<file path="src/rtl/seq_run_ctrl.sv">
// seq_run_ctrl: run/step controller for the 3-bit feedback sequence generator.
// Define SEQ_PERIOD_DET_EN to build the period measurement from the run's starting state.
module seq_run_ctrl #(
  parameter int CNT_W = 8
) (
  input  logic             clk,
  input  logic             reset_n,
  input  logic             start,
  input  logic             stop,
  input  logic             step,
  input  logic             seed_load,
  input  logic [2:0]       seed,
  input  logic [CNT_W-1:0] len,
  output logic [2:0]       q,
  output logic             c,
  output logic             busy,
  output logic             done,
  output logic [CNT_W-1:0] period,
  output logic             period_valid
);
  typedef enum logic [1:0] {IDLE, RUN, PAUSE, DONE} state_t;
  state_t state, state_nx;
  logic [CNT_W-1:0] rem, rem_nx;
  logic adv, load, go;
  logic [2:0] q_adv;
  assign q_adv = {~q[0], q[2], q[2] & q[1]};
  always_comb begin
    state_nx = state;
    rem_nx   = rem;
    adv      = 1'b0;
    load     = 1'b0;
    go       = 1'b0;
    case (state)
      IDLE: begin
        if (start) begin
          state_nx = RUN;
          rem_nx   = len;
          go       = 1'b1;
        end else if (step) adv = 1'b1;
        else if (seed_load) load = 1'b1;
      end
      RUN: begin
        if (stop) state_nx = PAUSE;
        else begin
          adv = 1'b1;
          // rem==0 at this point only for a free run; bounded runs end at 1
          if (rem != '0) begin
            rem_nx = rem - 1'b1;
            if (rem == CNT_W'(1)) state_nx = DONE;
          end
        end
      end
      PAUSE:   state_nx = stop ? IDLE : (start ? RUN : PAUSE);
      default: state_nx = IDLE;
    endcase
  end
  always_ff @(posedge clk or negedge reset_n) begin
    if (!reset_n) begin
      state <= IDLE;
      rem   <= '0;
      q     <= 3'b000;
      c     <= 1'b0;
    end else begin
      state <= state_nx;
      rem   <= rem_nx;
      if (adv) begin
        q <= q_adv;
        c <= q[2] | ~q[0];
      end else if (load) q <= seed;
    end
  end
  assign busy = (state == RUN) || (state == PAUSE);
  assign done = (state == DONE);
`ifdef SEQ_PERIOD_DET_EN
  logic [2:0] ref_q;
  logic [CNT_W-1:0] pcnt, pcnt_inc;
  assign pcnt_inc = &pcnt ? pcnt : pcnt + 1'b1;
  always_ff @(posedge clk or negedge reset_n) begin
    if (!reset_n) begin
      ref_q        <= 3'b000;
      pcnt         <= '0;
      period       <= '0;
      period_valid <= 1'b0;
    end else if (go) begin
      ref_q        <= q;
      pcnt         <= '0;
      period       <= '0;
      period_valid <= 1'b0;
    end else if (adv && state == RUN) begin
      pcnt <= pcnt_inc;
      // only the first return to the starting state is the period
      if (q_adv == ref_q && !period_valid) begin
        period       <= pcnt_inc;
        period_valid <= 1'b1;
      end
    end
  end
`else
  assign period       = '0;
  assign period_valid = 1'b0;
`endif
endmodule

</file>
<file path="config.mk">
export PLATFORM = sky130hd
export DESIGN_NAME = seq_run_ctrl
export DESIGN_NICKNAME = d
export VERILOG_FILES = /design/src/rtl/seq_run_ctrl.sv
export SDC_FILE = /design/constraint.sdc
export NUM_CORES = 1
export LEC_CHECK = 0
export CELL_PAD_IN_SITES_DETAIL_PLACEMENT = 2
export CELL_PAD_IN_SITES_GLOBAL_PLACEMENT = 2
export CORE_MARGIN = 2
export CORE_UTILIZATION = 27
export CTS_CLUSTER_DIAMETER = 100
export DETAILED_ROUTE_END_ITERATION = 10
export PLACE_DENSITY = 0.89
export SYNTH_ARGS = -nofsm -noshare
export SYNTH_HDL_FRONTEND = slang
export SYNTH_SLANG_ARGS = --single-unit
</file>
<file path="constraint.sdc">
create_clock -name clk -period 2.15 [get_ports clk]
set_input_delay 0.43 -clock clk [delete_from_list [all_inputs] [get_ports clk]]
set_output_delay 0.43 -clock clk [all_outputs]
set_load 0.02 [all_outputs]
</file>
* Yosys cells after proc, flatten, opt, wreduce, memory -nomap -nowiden
Index checks and enable logic that the tools add are counted.
Storage, ports and cells: register bits 14, word-level logic and storage cells 45
Cells by class: mux-type cells 21, bitwise gates (word level) 3, reductions and logical operators 7, eq/ne operators 9, $add $sub $neg 1
Operators by type and width (number):
- $mux 8 | 3
- $pmux 8 s2 | 1
- $mux 2 | 6
- $eq 8x1->1 const B | 1
- $reduce_bool 8->1 | 1
- $sub 8x1->8 const B | 1
- $mux 1 | 7
- $mux 3 | 2
- $ne 2x2->1 const B | 3
- $ne 3x3->1 const B | 2
- $pmux 2 s3 | 1
- $eq 2x2->1 const B | 2
- $reduce_and 4->1 | 1
- $reduce_bool 2->1 | 2
- $reduce_and 3->1 | 1
- $eq 2x1->1 const B | 1
- $logic_not 2->1 | 1
- $pmux 1 s2 | 1
- $and 1x1->1 | 1
- $logic_or 1x1->1 | 1
- $not 1->1 | 1
- $or 1x1->1 | 1

* Depth between registers and ports, before layout
depth in word-level cells 6, depth in mapped cells 8

* Worst setup path before layout
Ideal clock, no wire load.
kind flip-flop to flip-flop, start point reg state[0], end point reg rem[3], path buffers 1, stages on the path, launching flop included 8, data arrival time 1686 ps, slack 353 ps, period minus slack after synthesis 1797 ps, library setup time 110 ps, cells stage by stage dfrtp_1 inv_1 ha_1 nor2b_1 clkbuf_1 a311oi_4 nor2_2 o41ai_1
Between the ends: cells in the longest elaborated chain, start to end 3
RTL lines:
- from (decl) | line 22 | state_t state, state_nx;
- from (signal assigned) | line 64 | state <= state_nx;
- $eq 2x1->1 / $logic_not 2->1 (equally long branches) | line 33 | case (state)
- $ne 2x2->1 (no line) / $reduce_bool 2->1 (equally long branches)
- $reduce_and 4->1 (no line)
- to (signal assigned) | line 65 | rem <= rem_nx;
- to (decl) | line 23 | logic [CNT_W-1:0] rem, rem_nx;
Parallel ways exist; a longest one is shown, timed or not. A chain may end at the register's enable or synchronous reset.

* Worst setup path in the final report
start point reg state[1], end point out busy
Between the ends: cells in the longest elaborated chain, start to end 2
RTL lines:
- $eq 2x1->1 / $eq 2x2->1 (equally long branches) | line 72 | assign busy = (state == RUN) || (state == PAUSE);
- $logic_or 1x1->1 * | line 72
- to (decl) | line 16 | output logic busy,
Mark *: on every way between the ends. The rest lies on a longest branch, timed or not.

==> results.ini <==
[grt]
grt_pass1_wl_um = 5000
track_usage_pct = 15.0
grt_start_max_net_pins = 15
overflow = 0
grt_pass1_vias = 1066
antenna_found_initial = 0

[timing]
setup_violations = 0
max_freq_mhz = 476
rsz0062_at_grt = false
slew_violations = 0
min_period_over_period_pct = 97.6
skew_ns = 0.00144
slew_headroom_pct = 52.0
setup_slack_ns = 0.0513
fin_tns_setup_ns = 0
period_minus_slack_ns = 2.10
worst_slew_pin_slew_ns = 0.717
finalHoldViolCount = 0

[power]
combPwrFrac_pct = 57.3
p_leak_nw = 0.556
ir_drop_mv = 0.318
finalPower_w = 0.00187
p_int_w = 0.00101
p_seq_share_pct = 30.8
p_switching_w = 0.000863
power.density_nw_per_um2 = 1360
clockPowerShare_pct = 11.9
swShare_pct = 46.1

[logic_synthesis]
syn_area_um2 = 1070
async_flop_share_pct = 100
synthMostInstantiatedCell = dfrtp_1
ys_dominant_reg_cell = dfrtp_1
synth_area_per_cell_um2 = 9.52
ys_types = 42
synth_edf_count = 0
yosysSeqAreaShare_pct = 32.9
ys_warn_count = 0
synth_commonest_cells = dfrtp_1, buf_4, ha_1
ys_ff_latch = 14
synth.area.top_cells = dfrtp_1, ha_1, buf_4
synthCells = 112
yosysTopAreaCell = dfrtp_1
yosys.area.top_type_share_pct = 32.9

[floorplanning]
core-area_um2 = 3720
die_area_um2 = 4470
num_rows = 22
initial_core_util_pct = 28.7
die_w_um = 66.8
die_h_um = 66.8
pin_count = 32

[cells_and_area]
final_nets = 164
design_area_um2 = 1380
n_antenna_cell = 0
fill_cells = 418
area_growth_pct = 29.2
drive_gt1_share_pct = 10.9

[routing]
drt_iter0_markers = 36
postRouteAntennaNets = 0
first_pass_iters = 4
wirelength_um = 3120
post-route-drc-count = 0
wl_per_cell_um = 16.8
viasPerCell = 5.20
num_vias = 967

[critical_path]
r2r-end = rem[6]
startpoint_type = flip-flop
cp.arrival_ns = 1.67
required_ns = 1.72
worst-path-buf-inv = 2
crit_type = reg2out
r2r_slack_ns = 0.17
crit_fanout = 5
worstPathCellList = inv_1 > ha_1 > clkdlybuf4s50_1
end_kind = output pin
slowest_stage = clkdlybuf4s50_1
rr_worst_depth = 8
rr_startpoint = state[1]
crit_path_max_incr_delay_ns = 0.61
timing.critical_path.max_delay_family = buffers and inverters

[clock_network]
ctsResizeCount = 0
cts_buffers = 3
cts_tree = done
cts-root-buf = clkbuf_8
cts_sinks = 14
clkTransAtPathRegs_ns = 0.06
clk_latency_ns = 0.25
htreeDepth = 1
clock_path_buffers = 2

[placement]
preCtsSetupSlack_ns = 0.0139
portBuffers = 22
globalplace.congestion = 0.828
placed_area_um2 = 1330
hpwl_um = 2420

[hold_path]
hp-start = q[0]
min_path_cells = 1
hold_class = reg2reg
holdPathEnd = q[2]

[status]
status = complete, no violations

[job]
cap_violations = 0

## power by group through the flow
stage               sequential [W]  combinational [W]  clock [W]
CTS                       0.000576            0.00108   0.000226
finish                    0.000577            0.00107   0.000223
global route              0.000606            0.00119   0.000236
global placement          0.000557            0.00100          0
floorplan                 0.000583           0.000689          0
detailed placement        0.000578            0.00108          0
## cells in the final DEF, fill, tap and decap left out, types with 4 or more instances in the layout
master            n
conb_1            9
inv_1             6
mux2i_1           5
nand2b_1          4
ha_1              7
dfrtp_1          14
nor2_1            4
o21ai_1           4
buf_4             6
clkdlybuf4s50_1  22
## through the flow
stage               instances  utilization, %  hold WS [ns]
floorplan                 120               -         0.134
detailed placement        182            35.8         0.531
global placement          182            35.8         0.499
global route              186            37.1         0.560
finish                    186            37.1         0.525
CTS                       185            36.9         0.531
## per-layer routing
layer  wire length, um  GRT usage, %  vias up
met2              1660          27.9       25
met5                 0             0        -
met3               133          2.70        0
met1              1330          17.5      481
met4                 0          3.57        0
li1                  -             -      461
## worst max-delay path by stage
stage | startpoint | endpoint | slack, ns | cells after the start
CTS | state[1] | busy | 0.05 | 3
global route | state[1] | busy | 0.008 | 3
finish | state[1] | busy | 0.05 | 3
detailed placement | stop | rem[3] | 0.01 | 5
floorplan | state[0] | rem[3] | 0.35 | 7
global placement | stop | rem[3] | 0.09 | 5
## layout make-up
type | instances | area (um^2) | share of cell area (%)
Tap cell | 48 | 60.1 | 4.36
Inverter | 7 | 26.3 | 1.91
Timing Repair Buffer | 28 | 265 | 19.3
Sequential cell | 14 | 350 | 25.4
Clock buffer | 3 | 41.3 | 3.00
Multi-Input combinational cell | 86 | 634 | 46.0
## flip-flops by register name, summed over array words and instances (netlist names)
name,flops
rem,8
c,1
q,3
state,2
## cells by family after synthesis
logic type | share of synthesized area, %
AOI/OAI and AO/OA | 23.2
other | 0.352
buffers and inverters | 10.4
and+or+nand+nor | 20.2
DFF | 32.9
muxes | 4.70
adders and majority gates | 8.22
## what timing repair did
action | 4_1_cts | 5_1_grt
endpoints found under the setup margin | 0 | 1
hold buffers | 0 | 0
buffers inserted | 0 | 1
No activity file was read; power rests on OpenSTA's default activity.
